[src/rtl/seq_mul32.sv]
`default_nettype none
// +----------------------------------------------------------------------------+
// | Module  : seq_mul32                                                        |
// | Brief   : Shift-add multiplier, one multiplier bit per clock, toggle       |
// |           handshake (pending while run_in != run_out). Optional macro      |
// |           MUL_OVF_EN adds the ovf output (high-half significance flag).    |
// | Revision: 1.0 - initial release                                            |
// +----------------------------------------------------------------------------+
module seq_mul32 #(
  parameter int WIDTH = 32
) (
  input  logic               clk,
  input  logic               reset,
  input  logic [WIDTH-1:0]   a,
  input  logic [WIDTH-1:0]   b,
  input  logic               signed_mul,
  input  logic               run_in,
  output logic               run_out,
`ifdef MUL_OVF_EN
  output logic               ovf,
`endif
  output logic [2*WIDTH-1:0] p
);

  localparam int               c_CNT_W    = $clog2(WIDTH) + 1;
  localparam logic [c_CNT_W-1:0] c_CNT_LAST = c_CNT_W'(WIDTH);

  localparam logic [1:0] c_IDLE = 2'd0;
  localparam logic [1:0] c_BUSY = 2'd1;
  localparam logic [1:0] c_DONE = 2'd2;

  logic [1:0]           r_state;
  logic [c_CNT_W-1:0]   r_cnt;
  logic [2*WIDTH-1:0]   r_ma;
  logic [WIDTH-1:0]     r_mb;
  logic                 r_neg;
  logic [2*WIDTH-1:0]   r_acc;
  logic                 r_run_out;
  logic [2*WIDTH-1:0]   r_p;

  logic [WIDTH-1:0]     w_a_mag;
  logic [WIDTH-1:0]     w_b_mag;
  logic [2*WIDTH-1:0]   w_res;

  // Negating the most negative value yields the same bit pattern, which is
  // exactly its magnitude when read as unsigned.
  assign w_a_mag = (signed_mul & a[WIDTH-1]) ? (~a + 1'b1) : a;
  assign w_b_mag = (signed_mul & b[WIDTH-1]) ? (~b + 1'b1) : b;
  assign w_res   = r_neg ? ({(2*WIDTH){1'b0}} - r_acc) : r_acc;

`ifdef MUL_OVF_EN
  logic r_sgn;
  logic r_ovf;
  logic w_ovf;

  assign w_ovf = r_sgn ? (w_res[2*WIDTH-1:WIDTH] != {WIDTH{w_res[WIDTH-1]}})
                       : (|w_res[2*WIDTH-1:WIDTH]);
  assign ovf   = r_ovf;

  always_ff @(posedge clk) begin
    if (reset) begin
      r_sgn <= 1'b0;
      r_ovf <= 1'b0;
    end else begin
      if (r_state == c_IDLE && run_in != r_run_out) begin
        r_sgn <= signed_mul;
      end
      if (r_state == c_DONE) begin
        r_ovf <= w_ovf;
      end
    end
  end
`endif

  // The multiplicand is kept pre-shifted so each step adds it directly.
  // BUSY spends one extra edge after the last bit so completion lands
  // WIDTH+2 edges after capture.
  always_ff @(posedge clk) begin
    if (reset) begin
      r_state   <= c_IDLE;
      r_cnt     <= '0;
      r_ma      <= '0;
      r_mb      <= '0;
      r_neg     <= 1'b0;
      r_acc     <= '0;
      r_run_out <= 1'b0;
      r_p       <= '0;
    end else begin
      case (r_state)
        c_IDLE: begin
          if (run_in != r_run_out) begin
            r_ma    <= {{WIDTH{1'b0}}, w_a_mag};
            r_mb    <= w_b_mag;
            r_neg   <= signed_mul & (a[WIDTH-1] ^ b[WIDTH-1]);
            r_acc   <= '0;
            r_cnt   <= '0;
            r_state <= c_BUSY;
          end
        end
        c_BUSY: begin
          if (r_cnt == c_CNT_LAST) begin
            r_state <= c_DONE;
          end else begin
            if (r_mb[0]) begin
              r_acc <= r_acc + r_ma;
            end
            r_ma  <= r_ma << 1;
            r_mb  <= r_mb >> 1;
            r_cnt <= r_cnt + 1'b1;
          end
        end
        c_DONE: begin
          r_p       <= w_res;
          r_run_out <= ~r_run_out;
          r_state   <= c_IDLE;
        end
        default: begin
          r_state <= c_IDLE;
        end
      endcase
    end
  end

  assign run_out = r_run_out;
  assign p       = r_p;

endmodule
`default_nettype wire

[config.mk]
export PLATFORM = sky130hd
export DESIGN_NAME = seq_mul32
export DESIGN_NICKNAME = d
export VERILOG_FILES = /design/src/rtl/seq_mul32.sv
export SDC_FILE = /design/constraint.sdc
export NUM_CORES = 1
export LEC_CHECK = 0
export CORE_MARGIN = 2
export CORE_UTILIZATION = 60
export DETAILED_ROUTE_END_ITERATION = 12
export DONT_BUFFER_PORTS = 1
export PLACE_DENSITY = 0.76
export SYNTH_ARGS = -nofsm -noshare
export SYNTH_HDL_FRONTEND = slang
export SYNTH_SLANG_ARGS = --single-unit
[constraint.sdc]
create_clock -name clk -period 4.2 [get_ports clk]
set_input_delay 0.21 -clock clk [delete_from_list [all_inputs] [get_ports clk]]
set_output_delay 0.21 -clock clk [all_outputs]
set_load 0.01 [all_outputs]
After elaboration in Yosys (flattened, before gate mapping)
Index checks and enable logic that the tools add are counted.
{ "op_classes": {"addsub": 5, "n_eq_ne": 8, "n_mux": 19, "bitwise_logic": 7, "n_reduce_logical": 6} }
{ "ops": {"columns": ["cell", "n"], "rows": [
  ["2-to-1 mux 64 bit", 6],
  ["one-hot mux 64 bit (2 select lines)", 2],
  ["2-to-1 mux 32 bit", 4],
  ["adder 32 x 1 -> 32 bit (second input constant)", 2],
  ["adder 64 bit", 1],
  ["inverter 32 bit", 2],
  ["one-hot mux 32 bit (2 select lines)", 1],
  ["subtractor 1 x 64 -> 64 bit (first input constant)", 1],
  ["2-to-1 mux 6 bit", 2],
  ["one-hot mux 6 bit (2 select lines)", 1],
  ["!= test 2 bit (second input constant)", 4],
  ["adder 6 x 1 -> 6 bit (second input constant)", 1],
  ["equality test 6 bit (second input constant)", 1],
  ["2-to-1 mux 2 bit", 2],
  ["one-hot mux 2 bit (2 select lines)", 1],
  ["AND reduction 2 bit", 2],
  ["AND reduction 4 bit", 1],
  ["AND 1 bit", 3],
  ["AND reduction 3 bit", 1],
  ["equality test 2 x 1 -> 1 bit (second input constant)", 1],
  ["equality test 2 bit (second input constant)", 1],
  ["zero test 2 bit", 1],
  ["nonzero test 2 bit", 1],
  ["!= test 1 bit", 1],
  ["2 further kinds", 2]
]} }
{ "totals": {"regBits": 234, "inputBits": 68, "out_inout_bits": 65, "wordCells": 53} }

Logic depth before layout (Yosys ltp)
{ "depth": {"ltp_word": 5, "ltp_mapped": 14} }

Worst setup path after synthesis
No wires, ideal clock.
{ "synth_path": {"path_type": "flip-flop to flip-flop", "start": "reg r_acc[32]", "end": "reg r_p[61], in the netlist p[61]", "setup_time_ns": 0.078, "arrival_ns": 3.324, "required_time_ns": 4.122, "path_slack_ns": 0.798, "stages_incl_launch_ff": 11, "path_buffers": 0, "period_less_slack_ns": 3.402, "path_cell_list": "dfxtp_1 > or4_4 > or3_1 > or3_1 > or3_4 > or3_4 > or4_4 > o41ai_2 > xnor2_1 > nor2_1 > nor3_1"} }
{ "synth_via": {"elab_chain_cells": 2} }
{ "synth_rtl": {"columns": ["element", "line", "source"], "rows": [
  ["start: declaration", "37", "logic [2*WIDTH-1:0] r_acc;"],
  ["start signal: assignment", "105", "r_acc <= r_acc + r_ma;"],
  ["subtractor 1 x 64 -> 64 bit", "49", "assign w_res = r_neg ? ({(2*WIDTH){1'b0}} - r_acc) : r_acc;"],
  ["2-to-1 mux 64 bit", "49", null],
  ["end signal: assignment", "113", "r_p <= w_res;"],
  ["end: declaration", "39", "logic [2*WIDTH-1:0] r_p;"]
]} }
Every way passes these cells.
A chain may end at the register's enable or synchronous reset.

Worst setup path after layout
{ "layout_path": {"start": "reg r_acc[0]", "end": "reg r_acc[48]"} }
{ "layout_via": {"elab_chain_cells": 4} }
{ "layout_rtl": {"columns": ["element", "line", "source"], "rows": [
  ["adder 64 bit", "105", null],
  ["2-to-1 mux 64 bit", "104", "if (r_mb[0]) begin"],
  ["2-to-1 mux 64 bit", "101", "if (r_cnt == c_CNT_LAST) begin"],
  ["one-hot mux 64 bit (2 select lines)", "89", "case (r_state)"]
]} }
Every way passes these cells. The select of a mux whose other input is x is not followed.

==> results_dict.tcl <==
set metrics [dict create \
    cts_root_buf "clkbuf_16" \
    synthMuxAreaShare_pct 0.0691 \
    synth_cell_types 61 \
    grt_max_degree 163 \
    fill_cells 2101 \
    place_ws_ns 0.506 \
    hold_path.class "in2reg" \
    initial_core_util_pct 61.3 \
    relSlewSlack_pct 15.9 \
    synth_compound_area_share_pct 29.0 \
    fin_tns_setup_ns 0 \
    avgViaCountPerCell 6.28 \
    setup_viol 0 \
    rr_startpoint "r_acc[0]" \
    crit_start "r_acc[0]" \
    synthTopCellsByArea "dfxtp_1 32%, nor2_1 6.5%, xor2_1 6.0%" \
    timing.fmax_mhz 266 \
    die_x_um 159 \
    p_leak_nw 6.35 \
    drt_iter0_markers 1022 \
    die_y_um 159 \
    critPathKind "reg2reg" \
    cts_tree "done" \
    synthesis.area_um2 14500 \
    synth_ff_type "dfxtp_1" \
    hold_violations 0 \
    synth_edf_count 0 \
    drive_gt1_share_pct 4.61 \
    required_ns 4.62 \
    r2r_setup_slack_ns 0.44 \
    ant_nets 0 \
    place_congestion 0.937 \
    cp-start-kind "flop" \
    ir_drop_v 0.000337 \
    fp-row-count 56 \
    syn_area_per_cell_um2 7.96 \
    synth_top_family_by_area "compound AO/OA/AOI/OAI gates" \
    hold_path_depth 4 \
    rsz0062_at_grt "no" \
    synth-simple-area-share_pct 18.1 \
    endpoint_kind "flop" \
    syn_to_final_growth_pct 8.03 \
    final_nets 1895 \
    grtUsageTotal_pct 30.7 \
    ys_seq_area_share_pct 32.3 \
    clk_latency_ns 0.54 \
    antenna_found_initial 0 \
    cellPowerDensity_nw_per_um2 347 \
    status "complete, no violations" \
    gr-total-overflow 0 \
    core_um2 23600 \
    setup_ws_ns 0.437 \
    cp.arrival_ns 4.18 \
    wirelength_mm 39.9 \
    crit_fanout 6 \
    grt_pass1_wl_mm 64.9 \
    first_pass_iters 5 \
    numCtsBuffers 26 \
    antennaDiodeCount 0 \
    slew_violations 0 \
    synth_top_area_share_pct 32.3 \
    yosysTopAreaCell "dfxtp_1" \
    path_clk_slew_ns 0.06 \
    postCtsSetupRepairBufs 0 \
    dp_hpwl_mm 28.3 \
    ys_ff_latch 234 \
    vias 13200 \
    route.detailed.drc 0 \
    hold_end "r_mb[2]" \
    reg2reg_depth 15 \
    grt_pass1_vias 12300 \
    synth_xor_area_share_pct 10.6 \
    hp-start "b[2]" \
    maxCapViolCount 0 \
    cts.sinks 234 \
    yosysWarnings 0 \
    io_buffers 0 \
    final_util_pct 66.3 \
    syn_nets 1957 \
    io_pins 133 \
    cts.htree.levels 1 \
    tightestPinTransition_ns 1.26 \
    r2r-end "r_acc[48]" \
    synth-adder-area-share_pct 6.01 \
    skew_ns 0.0191 \
    ys_async_sr_fraction_pct 0 \
    cts_buffer_depth 3 \
    die-area_um2 25400 \
    timing.hold.ws_ns 0.0139 \
    min_period_over_period_pct 89.6 \
    min_period_ns 3.76 \
    wl_per_cell_um 19.0 \
    syn_inst 1820 \
]
## synthesized netlist by cell type (all sizes together) (13+ instances only)
master  instances
a22oi          27
or3            32
nor2b          17
nor4           15
ha             68
clkbuf        119
o41ai          17
a211oi         98
xor2           99
a21o           49
o31ai          29
o21ai          83
nor3           22
nor2          250
inv            28
dfxtp         234
nand4          23
xnor2          77
nand3          25
a31oi          15
or4            14
nand2         126
a21oi         167
a22o           68
nand2b         13
## per-layer routing
layer | wire length [um] | part of all wire [%] | track usage [%]
met5 | 0 | 0 | 0.568
met4 | 1380 | 3.5 | 10.5
met3 | 3720 | 9.3 | 8.47
met2 | 16900 | 42 | 46.8
met1 | 17900 | 45 | 42.0
## metrics by stage
step	power, mW	cells	area, um2
2_1_floorplan	2.93	1820	14500
6_report	5.43	2096	15600
5_1_grt	5.63	2096	15600
3_3_place_gp	3.06	2032	14600
3_5_place_dp	3.07	2032	14600
4_1_cts	5.44	2096	15600
## worst max path at each step
stage	cells past startpoint	slack [ns]	endpoint
2_1_floorplan	10	0.80	p[61]
3_3_place_gp	9	0.62	p[56]
3_5_place_dp	15	0.51	r_acc[48]
4_1_cts	15	0.49	r_acc[48]
5_1_grt	15	0.11	r_acc[48]
6_report	15	0.44	r_acc[48]
## repair_timing
item                                   in CTS  in global routing
endpoints found under the hold margin     169                  0
hold buffers                               17                  0
resized for setup                           0                  0
## layout make-up
type	count	area, um2	area share, %
multi-input cells	1435	9290	59.3
flip-flops and latches	234	4690	29.9
clock buffers	39	751	4.80
well taps	319	399	2.55
repair buffers	33	308	1.97
clock inverters	8	115	0.736
inverters	28	105	0.672
## power by group
part           internal (mW)  total, mW  switching, mW
logic                  0.263      0.714          0.451
clock network           1.41       2.35          0.934
registers               2.29       2.37         0.0734
total                   3.97       5.43           1.46
## registers in the layout, indices dropped and copies added (netlist names)
signal   count
p           64
r_acc       64
r_cnt        6
r_ma        64
r_mb        32
r_neg        1
r_state      2
run_out      1
## critical path, cell delays in order (launching register included)
cell and delay [ns]:
dfxtp_1 0.41, ha_1 0.20, inv_1 0.06, fa_1 0.37, nor2b_1 0.21, o2111ai_1 0.13
nand2_1 0.18, a21oi_1 0.10, o21ai_0 0.18, buf_4 0.17, a41oi_1 0.30, o31ai_1 0.55
a21oi_1 0.23, o21ai_0 0.24, xor2_1 0.10, a22o_1 0.22
## cell families (layout without fill, tap and decap cells)
kind of cell,count (synthesis),after routing
buffers and inverters,151,108
multiplexers,1,1
adder cells (fa/ha/maj),69,69
XOR/XNOR,176,176
AO/OA/AOI/OAI,621,621
flip-flops,234,234
AND/OR/NAND/NOR,568,568
## layout by cell type (no fill, tap or decap), types with 15 or more instances in the layout
cell type        n
nor3_1          21
nor4_1          15
o41ai_1         16
nor2_1         247
o31ai_1         28
a31oi_1         15
buf_4           16
a21o_1          49
a211oi_1        97
inv_1           28
a21oi_1        167
xor2_1          99
ha_1            68
nand4_1         22
xnor2_1         77
o21ai_0         81
a22o_1          68
dfxtp_1        233
a22oi_1         27
or3_1           30
clkbuf_16       27
nand2_1        126
dlygate4sd3_1   16
nand3_1         25
nor2b_1         15
(Power assumes the default switching activity.)
